<file path="config.mk">
export PLATFORM = sky130hd
export DESIGN_NAME = meas_gate_ctl
export DESIGN_NICKNAME = d
export VERILOG_FILES = /design/src/rtl/dfm_pkg.sv /design/src/rtl/meas_cyc_timer.sv /design/src/rtl/meas_gate_ctl.sv
export SDC_FILE = /design/constraint.sdc
export NUM_CORES = 1
export LEC_CHECK = 0
export BUFFER_PORTS_ARGS = -buffer_cell sky130_fd_sc_hd__clkbuf_2
export CORE_AREA = 2 2 126 97
export DETAILED_ROUTE_END_ITERATION = 8
export DIE_AREA = 0 0 128 99
export GPL_TIMING_DRIVEN = 0
export HOLD_SLACK_MARGIN = 0.1
export PLACE_DENSITY = 0.78
export SYNTH_ARGS = -nofsm -noshare
export SYNTH_HDL_FRONTEND = slang
export SYNTH_SLANG_ARGS = --single-unit
</file>
<file path="constraint.sdc">
create_clock -name clk_i -period 2.1 [get_ports clk_i]
set_input_delay 0.42 -clock clk_i [delete_from_list [all_inputs] [get_ports clk_i]]
set_output_delay 0.42 -clock clk_i [all_outputs]
set_load 0.03 [all_outputs]
</file>
<file path="src/rtl/dfm_pkg.sv">
// Shared definitions for the frequency-meter measurement path.
//   state_e         : measurement sequencer states
//   GATE_W_DEF      : default width of gate length / timeout counters
//   TIMEOUT_CYC_DEF : default sys_clk cycles to wait for a sig edge
package dfm_pkg;

  localparam int GATE_W_DEF      = 32;
  localparam int TIMEOUT_CYC_DEF = 24_000_000;

  typedef enum logic [2:0] {
    ST_IDLE  = 3'd0,
    ST_ARM   = 3'd1,
    ST_GATE  = 3'd2,
    ST_CLOSE = 3'd3,
    ST_WRITE = 3'd4
  } state_e;

endpackage

</file>
<file path="src/rtl/meas_cyc_timer.sv">
// Loadable up-counter with terminal-count flag.
//   clk_i, rst_i : clock, synchronous active-high reset
//   ld_i         : restart count at 0 and load terminal value ld_val_i
//   clr_i        : restart count at 0, keep terminal value
//   en_i         : count one cycle (saturates at all-ones, never wraps)
//   tc_o         : count equals the loaded terminal value
module meas_cyc_timer #(
  parameter int W = 32
) (
  input  logic         clk_i,
  input  logic         rst_i,
  input  logic         ld_i,
  input  logic [W-1:0] ld_val_i,
  input  logic         clr_i,
  input  logic         en_i,
  output logic         tc_o
);

  localparam logic [W-1:0] ONE = W'(1);

  logic [W-1:0] r_cnt;
  logic [W-1:0] r_tc;

  always_ff @(posedge clk_i) begin
    if (rst_i) begin
      r_cnt <= '0;
      r_tc  <= '0;
    end else if (ld_i) begin
      r_cnt <= '0;
      r_tc  <= ld_val_i;
    end else if (clr_i) begin
      r_cnt <= '0;
    end else if (en_i && (r_cnt != '1)) begin
      r_cnt <= r_cnt + ONE;
    end
  end

  assign tc_o = (r_cnt == r_tc);

endmodule

</file>
<file path="src/rtl/meas_gate_ctl.sv">
// Measurement sequencer for the reciprocal-counting frequency meter.
// Opens a counting gate on a sig edge, holds it for at least gate_len_i
// sys_clk cycles, closes it on the next sig edge, then strobes the regfile
// write once no SPI register read is in progress.
//   clk_i, rst_i : system clock, synchronous active-high reset
//   en_i         : run measurements back-to-back while high
//   gate_len_i   : minimum gate length in clk_i cycles (0 behaves as 1)
//   sig_edge_i   : one-cycle pulse per sig_clk rising edge (synchronised)
//   rd_busy_i    : SPI register read in progress, blocks the write strobe
//   cnt_clr_o    : one-cycle clear for the measure counters
//   cnt_en_o     : counter enable (the gate)
//   reg_wr_en_o  : one-cycle regfile write strobe
//   busy_o       : sequencer not idle
//   err_o        : last written measurement timed out
//
// state | meaning
// IDLE  | stopped, waiting for en_i
// ARM   | counters cleared, waiting for the opening sig edge
// GATE  | gate open, minimum length not yet elapsed
// CLOSE | minimum length elapsed, gate open until the closing sig edge
// WRITE | gate shut, waiting for rd_busy_i low to strobe the regfile
module meas_gate_ctl
  import dfm_pkg::*;
#(
  parameter int GATE_W      = GATE_W_DEF,
  parameter int TIMEOUT_CYC = TIMEOUT_CYC_DEF
) (
  input  logic              clk_i,
  input  logic              rst_i,
  input  logic              en_i,
  input  logic [GATE_W-1:0] gate_len_i,
  input  logic              sig_edge_i,
  input  logic              rd_busy_i,
  output logic              cnt_clr_o,
  output logic              cnt_en_o,
  output logic              reg_wr_en_o,
  output logic              busy_o,
  output logic              err_o
);

  localparam logic [GATE_W-1:0] LEN_ONE = GATE_W'(1);
  localparam logic [GATE_W-1:0] TO_TC   = GATE_W'(TIMEOUT_CYC - 1);

  state_e r_state;
  logic   r_cnt_clr;
  logic   r_cnt_en;
  logic   r_reg_wr;
  logic   r_busy;
  logic   r_err;
  logic   r_err_pend;

  logic              w_arm_entry;
  logic              w_gate_open;
  logic              w_close_entry;
  logic              w_gate_tc;
  logic              w_to_tc;
  logic [GATE_W-1:0] w_len_tc;

  // Terminal value is len-1 because the timer reads 0 in the first gate
  // cycle; a zero length collapses onto the one-cycle minimum gate.
  assign w_len_tc = (gate_len_i == '0) ? '0 : (gate_len_i - LEN_ONE);

  assign w_arm_entry   = en_i && ((r_state == ST_IDLE) ||
                                  ((r_state == ST_WRITE) && !rd_busy_i));
  assign w_gate_open   = (r_state == ST_ARM) && en_i && sig_edge_i;
  assign w_close_entry = (r_state == ST_GATE) && en_i && w_gate_tc && !sig_edge_i;

  meas_cyc_timer #(.W(GATE_W)) u_gate_tmr (
    .clk_i    (clk_i),
    .rst_i    (rst_i),
    .ld_i     (w_arm_entry),
    .ld_val_i (w_len_tc),
    .clr_i    (w_gate_open),
    .en_i     (r_state == ST_GATE),
    .tc_o     (w_gate_tc)
  );

  // One timer covers both the opening-edge wait (ARM) and the closing-edge
  // wait (CLOSE); it is restarted on entry to either.
  meas_cyc_timer #(.W(GATE_W)) u_to_tmr (
    .clk_i    (clk_i),
    .rst_i    (rst_i),
    .ld_i     (w_arm_entry || w_close_entry),
    .ld_val_i (TO_TC),
    .clr_i    (1'b0),
    .en_i     ((r_state == ST_ARM) || (r_state == ST_CLOSE)),
    .tc_o     (w_to_tc)
  );

  always_ff @(posedge clk_i) begin
    if (rst_i) begin
      r_state    <= ST_IDLE;
      r_cnt_clr  <= 1'b0;
      r_cnt_en   <= 1'b0;
      r_reg_wr   <= 1'b0;
      r_busy     <= 1'b0;
      r_err      <= 1'b0;
      r_err_pend <= 1'b0;
    end else begin
      r_cnt_clr <= 1'b0;
      r_reg_wr  <= 1'b0;
      case (r_state)
        ST_IDLE: begin
          if (en_i) begin
            r_state   <= ST_ARM;
            r_cnt_clr <= 1'b1;
            r_busy    <= 1'b1;
          end
        end
        ST_ARM: begin
          if (!en_i) begin
            r_state <= ST_IDLE;
            r_busy  <= 1'b0;
          end else if (sig_edge_i) begin
            // Opening edge falls before the enable, so it is not counted.
            r_state  <= ST_GATE;
            r_cnt_en <= 1'b1;
          end else if (w_to_tc) begin
            r_state    <= ST_WRITE;
            r_err_pend <= 1'b1;
          end
        end
        ST_GATE: begin
          if (!en_i) begin
            r_state  <= ST_IDLE;
            r_cnt_en <= 1'b0;
            r_busy   <= 1'b0;
          end else if (w_gate_tc) begin
            if (sig_edge_i) begin
              r_state    <= ST_WRITE;
              r_cnt_en   <= 1'b0;
              r_err_pend <= 1'b0;
            end else begin
              r_state <= ST_CLOSE;
            end
          end
        end
        ST_CLOSE: begin
          if (!en_i) begin
            r_state  <= ST_IDLE;
            r_cnt_en <= 1'b0;
            r_busy   <= 1'b0;
          end else if (sig_edge_i) begin
            // Enable is still high this cycle, so the closing edge counts.
            r_state    <= ST_WRITE;
            r_cnt_en   <= 1'b0;
            r_err_pend <= 1'b0;
          end else if (w_to_tc) begin
            r_state    <= ST_WRITE;
            r_cnt_en   <= 1'b0;
            r_err_pend <= 1'b1;
          end
        end
        ST_WRITE: begin
          // rd_busy_i is sampled at this edge; a read starting in the
          // strobe cycle itself arrives too late to block it.
          if (!rd_busy_i) begin
            r_reg_wr <= 1'b1;
            r_err    <= r_err_pend;
            if (en_i) begin
              r_state   <= ST_ARM;
              r_cnt_clr <= 1'b1;
            end else begin
              r_state <= ST_IDLE;
              r_busy  <= 1'b0;
            end
          end
        end
        default: begin
          r_state  <= ST_IDLE;
          r_cnt_en <= 1'b0;
          r_busy   <= 1'b0;
        end
      endcase
    end
  end

  assign cnt_clr_o   = r_cnt_clr;
  assign cnt_en_o    = r_cnt_en;
  assign reg_wr_en_o = r_reg_wr;
  assign busy_o      = r_busy;
  assign err_o       = r_err;

endmodule

</file>
==> results of run 1 <==
==> per-stage QoR <==
step                hold WS (ns)  setup WS, ns
floorplan                 0.4319       0.02514
global placement          0.4505       -0.7073
detailed placement        0.4635       -0.7126
CTS                       0.3136     -0.001216
global route              0.3304       -0.1036
finish                    0.3205      -0.05678
==> critical path, cell delays in order (launching register included) <==
cell,delay (ns)
dfxtp_4,0.37
buf_4,0.15
xnor2_2,0.13
nand4_1,0.17
nor4_4,0.38
nand2_2,0.14
o41ai_4,0.27
buf_6,0.24
clkbuf_16,0.17
nor2_1,0.04
==> path summary, 6_finish.rpt <==
path	from	to	depth (start not counted)
worst max-delay path	u_gate_tmr.r_cnt[7]	u_to_tmr.r_cnt[30]	9
worst min-delay path	gate_len_i[0]	u_gate_tmr.r_tc[0]	2
worst max register to register	u_gate_tmr.r_cnt[7]	u_to_tmr.r_cnt[30]	9
worst min register to register	u_gate_tmr.r_tc[24]	u_gate_tmr.r_tc[24]	2
==> cell families (layout without fill, tap and decap cells) <==
| logic type | Yosys count | after routing | share of synthesized area |
|---|---|---|---|
| compound gates | 78 | 78 | 0.08256 |
| xor+xnor | 116 | 116 | 0.1807 |
| fa+ha+maj | 4 | 4 | 0.008901 |
| buf+inv | 45 | 124 | 0.03226 |
| flops | 106 | 106 | 0.3774 |
| simple gates | 352 | 352 | 0.3182 |
==> repair_timing <==
action                                  CTS  global route
endpoints found under the setup margin   98           100
resized for setup                        48            58
pin swaps                                 7            23
endpoints found under the hold margin     0             0
setup buffers                            15             9
cloned                                    1             3
==> metal layers <==
layer / track usage / wire length, um / vias to the layer above
li1: - / - / 2602
met5: 0 / 0 / -
met2: 0.3435 / 6610 / 253
met4: 0.07946 / 304 / 0
met1: 0.3580 / 7158 / 2505
met3: 0.05103 / 1340 / 29
==> cells in the mapped netlist (8+ instances only) <==
cell type,count,area share
a21oi_1,15,0.013
and4_1,8,0.012
clkbuf_1,20,0.013
dfxtp_1,106,0.38
inv_1,18,0.012
nand2_1,79,0.053
nand3_1,34,0.030
nand4_1,40,0.045
nor2_1,88,0.059
nor3_1,32,0.028
nor4_1,19,0.021
o21ai_0,41,0.036
or3_1,14,0.016
xnor2_1,79,0.12
xor2_1,37,0.058
==> area by class of cell <==
type,instances,share of cell area
clock inverter,7,0.01115
multi-input combinational,550,0.5203
clock buffer,9,0.03237
sequential,106,0.3131
inverter,18,0.009712
tap,144,0.02590
timing repair buffer,68,0.06817
buffer,22,0.01924
==> power by group through the flow <==
stage / sequential [mW] / combinational (mW) / clock [mW]
floorplan: 2.16 / 0.252 / 0
global placement: 2.17 / 0.391 / 0
detailed placement: 2.17 / 0.398 / 0
CTS: 2.12 / 0.443 / 1.74
global route: 2.12 / 0.559 / 1.83
finish: 2.12 / 0.511 / 1.75
==> state kept, by name, summed over array words and instances (netlist names) <==
register          count
err_o                 1
u_to_tmr.r_cnt       32
cnt_en_o              1
reg_wr_en_o           1
u_gate_tmr.r_cnt     32
busy_o                1
r_err_pend            1
r_state               3
u_to_tmr.r_tc         1
cnt_clr_o             1
u_gate_tmr.r_tc      32
==> qor.csv, run 1 <==
stage;metric;value;unit
min_path;worst min path class;input port to register;
clocking;Clock transition at path regs;0.08;ns
outcome;failing checks;negative setup slack;
logic_synthesis;sequential area share after synthesis;0.3774;
cells_and_area;ANT cells;0;
routing;vias per cell;5.832;
routing;routed len/inst;16.68;um
cells_and_area;commonest non-fill, non-tap cell in the layout;nor2_1;
clocking;CTS tree;built;
place;PortBufs;40;
power_and_ir_drop;worst vdd ir;0.4783;mV
grt;vias in the first global route;4756;
critical_path;Crit. End Element;register;
clocking;CTS root buffer;clkbuf_16;
floorplanning;core area;11400;sq um
floorplanning;row count;34;
logic_synthesis;Post-Synthesis Cell Area;5623;sq um
routing;routed via count;5389;
place;placed insts;885;
grt;largest net degree at the start of global routing;19;
power_and_ir_drop;clock share of power;0.399;
logic_synthesis;Post-synth ARST share;0;
critical_path;crit path kind;register to register;
grt;global route overflow;0;
critical_path;crit path DAT;2.41;ns
cells_and_area;commonest non-fill, non-tap cells in the layout;nor2_1, dfxtp_1, nand2_1, xnor2_1, clkbuf_2;
logic_synthesis;EDFF count, synth;0;
floorplanning;Initial Util;0.4932;
routing;initial DRC count;539;
cells_and_area;layout cells sized above 1;0.2128;
critical_path;Req. time, crit path;2.35;ns
logic_synthesis;mean post-synth cell area;8.021;sq um
floorplanning;Die Y;99;um
power_and_ir_drop;Pleak;2.307;nW
timing;RSZ-0062 raised after global routing;true;
grt;first-pass GRT wire length;24.23;mm
power_and_ir_drop;P_sw;1.163;mW
outcome;status;complete, but fails checks;
grt;GRT Overall Usage;0.2402;
job;max cap viols;0;
clocking;hold_buf cts;0;
floorplanning;I/O pin total;42;
place;DP HPWL;10.25;mm
clocking;worst-case clock buffer depth;2;
routing;DR DRC count;0;
routing;total wire length;15.41;mm
critical_path;crit path max fanout;8;
cells_and_area;Non-Filler Instances;924;
timing;period utilisation layout;1.027;
power_and_ir_drop;power share of the sequential group;0.484;
critical_path;R2R Setup Slk;-0.06;ns
timing;Worst slew margin;0.6412;
cells_and_area;Final Cell Area;6957;sq um
cells_and_area;final core occ;0.6102;
timing;Final Setup Violations;35;
place;GPL Wtd Cong;0.8627;
clocking;CTS Sinks;106;
timing;Tmin final;2.157;ns
routing;drt pass-1 iters;5;
critical_path;Startpoint Class;register;
power_and_ir_drop;internal power;3.210;mW
cells_and_area;Fillers;941;
floorplanning;die width;128;um
clocking;clock latency on the worst-skew pair;0.36;ns
logic_synthesis;warning count from the yosys run;0;
cells_and_area;final net count;816;
timing;Final TNS setup;-1.262;ns
cells_and_area;FF+latch area;2178;sq um
place;placed cell areas;6003;sq um
timing;skew final;0.01061;ns
floorplanning;Die Footprint;12670;sq um
timing;worst-margin pin slew;0.5333;ns
logic_synthesis;Synth Flop Type;dfxtp_1;
clocking;# H-tree levels;3;
cells_and_area;area grow syn2layout;23.72;%
timing;Final Slew Violations;0;
power_and_ir_drop;sw frac;0.2659;
grt;initial antenna violation count;0;
power_and_ir_drop;Comb pwr share;0.117;
logic_synthesis;synth unique cells;49;
timing;endpoints failing hold;0;
routing;post-route ant nets;0;
clocking;total CTS buffers;9;
power_and_ir_drop;Overall Power;4.373;mW
logic_synthesis;Syn Nets;742;
power_and_ir_drop;Power Density;628.6;nW/um^2
cells_and_area;Multi-input gate area;3620;sq um
logic_synthesis;number of synthesized register bits;106;
timing;worst setup margin;-0.05678;ns
logic_synthesis;Cells after Synth;701;
timing;Fmax achieved;463.7;MHz
Note: power is estimated with default switching activity, not from simulation.
==> inputs of run 2 (changes only) <==
--- a/config.mk
+++ b/config.mk
@@ -12,6 +12,7 @@
 export GPL_TIMING_DRIVEN = 0
 export HOLD_SLACK_MARGIN = 0.1
 export PLACE_DENSITY = 0.78
+export SETUP_SLACK_MARGIN = 0.5
 export SYNTH_ARGS = -nofsm -noshare
 export SYNTH_HDL_FRONTEND = slang
 export SYNTH_SLANG_ARGS = --single-unit
==> qor.csv, run 2 (synthesis results as in run 1) <==
stage;metric;value;unit;change
outcome;status;complete, but fails checks;;unchanged
outcome;failing checks;negative setup slack;;unchanged
place;GPL Wtd Cong;0.9563;;was 0.8627
floorplanning;core area;11400;sq um;unchanged
grt;global route overflow;0;;unchanged
power_and_ir_drop;Pleak;2.780;nW;was 2.307 nW
clocking;Clock transition at path regs;0.07;ns;was 0.08 ns
routing;routed len/inst;20.12;um;was 16.68 um
power_and_ir_drop;Overall Power;4.463;mW;was 4.373 mW
clocking;# H-tree levels;3;;unchanged
place;placed cell areas;6220;sq um;was 6003 sq um
power_and_ir_drop;Power Density;560.2;nW/um^2;was 628.6 nW/um^2
place;DP HPWL;10.79;mm;was 10.25 mm
place;dpl ws;-0.4461;ns;was -0.7126 ns
routing;DR DRC count;0;;unchanged
min_path;min-delay src;rd_busy_i;;was gate_len_i[0]
cells_and_area;Non-Filler Instances;969;;was 924
place;placed insts;885;;unchanged
critical_path;crit path from;u_gate_tmr.r_cnt[0];;was u_gate_tmr.r_cnt[7]
cells_and_area;area grow syn2layout;41.68;%;was 23.72%
cells_and_area;commonest non-fill, non-tap cell in the layout;nor2_1;;unchanged
cells_and_area;layout cells sized above 1;0.3661;;was 0.2128
routing;routed via count;6060;;was 5389
timing;RSZ-0062 raised after global routing;true;;unchanged
critical_path;Startpoint Class;register;;unchanged
floorplanning;die width;128;um;unchanged
clocking;CTS Sinks;106;;unchanged
floorplanning;Die Y;99;um;unchanged
floorplanning;row count;34;;unchanged
cells_and_area;ANT cells;0;;unchanged
critical_path;worst r2r dst;u_gate_tmr.r_cnt[12];;was u_to_tmr.r_cnt[30]
cells_and_area;final net count;862;;was 816
critical_path;Critical path buffers and inverters;2;;was 3
clocking;total CTS buffers;9;;unchanged
cells_and_area;commonest non-fill, non-tap cells in the layout;nor2_1, nand2_1, xnor2_1;;was nor2_1, dfxtp_1, nand2_1, xnor2_1, clkbuf_2
clocking;clock latency on the worst-skew pair;0.36;ns;about the same
floorplanning;I/O pin total;42;;unchanged
min_path;Min-Delay Path Depth;2;;unchanged
cells_and_area;final core occ;0.6987;;was 0.6102
routing;drt pass-1 iters;7;;was 5
critical_path;delay-heaviest family, CP;simple AND/OR/NAND/NOR gates;;unchanged
timing;worst-margin pin slew;0.7294;ns;was 0.5333 ns
critical_path;critical path's slowest cell;or4_4;;was nor4_4
clocking;worst-case clock buffer depth;2;;unchanged
critical_path;R2R Setup Slk;-0.1;ns;was -0.06 ns
clocking;hold_buf cts;0;;unchanged
floorplanning;Die Footprint;12670;sq um;unchanged
min_path;worst min path class;input port to register;;unchanged
grt;initial antenna violation count;0;;unchanged
timing;final hold slack;0.3223;ns;was 0.3205 ns
routing;initial DRC count;963;;was 539
timing;Fmax achieved;454.6;MHz;was 463.7 MHz
power_and_ir_drop;worst vdd ir;0.4166;mV;was 0.4783 mV
critical_path;R2R cell count;9;;unchanged
floorplanning;Initial Util;0.4932;;unchanged
min_path;Hold Crit Endpoint;reg_wr_en_o;;was u_gate_tmr.r_tc[0]
timing;period utilisation layout;1.048;;was 1.027
grt;GRT Overall Usage;0.2736;;was 0.2402
timing;Final Setup Violations;7;;was 35
cells_and_area;Final Cell Area;7966;sq um;was 6957 sq um
timing;Tmin final;2.200;ns;was 2.157 ns
critical_path;Req. time, crit path;2.35;ns;about the same
critical_path;worst r2r src;u_gate_tmr.r_cnt[0];;was u_gate_tmr.r_cnt[7]
critical_path;crit path DAT;2.45;ns;was 2.41 ns
timing;endpoints failing hold;0;;unchanged
timing;Worst slew margin;0.5093;;was 0.6412
clocking;CTS root buffer;clkbuf_16;;unchanged
grt;largest net degree at the start of global routing;17;;was 19
routing;vias per cell;6.254;;was 5.832
timing;skew final;0.01028;ns;was 0.01061 ns
grt;first-pass GRT wire length;27.72;mm;was 24.23 mm
critical_path;crit path kind;register to register;;unchanged
timing;worst setup margin;-0.09979;ns;was -0.05678 ns
cells_and_area;Largest regs;u_gate_tmr.r_cnt x32, u_gate_tmr.r_tc x32, u_to_tmr.r_cnt x32;;unchanged
place;PortBufs;40;;unchanged
job;max cap viols;0;;unchanged
timing;Final TNS setup;-0.2133;ns;was -1.262 ns
clocking;CTS tree;built;;unchanged
timing;Final Slew Violations;0;;unchanged
critical_path;crit path max fanout;8;;unchanged
routing;total wire length;19.50;mm;was 15.41 mm
critical_path;Crit. End Element;register;;unchanged
grt;vias in the first global route;5479;;was 4756
critical_path;Worst path max stage delay;0.49;ns;was 0.38 ns
critical_path;crit-path cells;ha_4, nand4_1, or4_4, o31ai_4, buf_6, buf_8, nor3_4, xnor2_1, nor2_1;;was buf_4, xnor2_2, nand4_1, nor4_4, nand2_2, o41ai_4, buf_6, clkbuf_16, nor2_1
routing;post-route ant nets;0;;unchanged
-- run 2: layout make-up --
cell class                      instances  area [sq um]
Clock inverter                          4         45.04
Tap cell                              144         180.2
Fill cell                             721          3435
Inverter                               18         67.56
Multi-Input combinational cell        550          4121
Timing Repair Buffer                  109         858.3
Clock buffer                           11         232.7
Sequential cell                       106          2212
Buffer                                 27         249.0
-- run 2: worst max path at each step --
| stage | to | slack (ns) | depth (start not counted) |
|---|---|---|---|
| finish | u_gate_tmr.r_cnt[12] | -0.1 | 9 |
| detailed placement | u_gate_tmr.r_cnt[3] | -0.45 | 6 |
| CTS | u_gate_tmr.r_cnt[10] | 0.11 | 9 |
| global placement | u_gate_tmr.r_cnt[3] | -0.33 | 6 |
| global route | u_gate_tmr.r_cnt[12] | -0.10 | 9 |
| floorplan | u_gate_tmr.r_cnt[9] | 0.11 | 7 |
-- run 2: worst register-to-register path, stage by stage (launching register included) --
cell	delay, ns
dfxtp_4	0.39
ha_4	0.18
nand4_1	0.15
or4_4	0.49
o31ai_4	0.20
buf_6	0.18
buf_8	0.14
nor3_4	0.04
xnor2_1	0.24
nor2_1	0.08
-- run 2: layer usage --
layer / track usage / share of wire
met4: 0.1124 / 0.040
met3: 0.05483 / 0.10
met5: 0 / 0
met1: 0.3777 / 0.41
met2: 0.4200 / 0.45
-- run 2: repair_timing --
action                                  CTS  global route
resized for setup                       120           118
cloned                                    5             0
endpoints found under the setup margin  102           102
buffers inserted                         41            23
pin swaps                                54            57
-- run 2: power by group --
group | total, mW | leakage (nW) | switching [mW] | internal [mW]
Combinational | 0.659 | 1.76 | 0.375 | 0.284
Sequential | 2.11 | 0.885 | 0.0605 | 2.05
Clock | 1.69 | 0.139 | 0.775 | 0.914
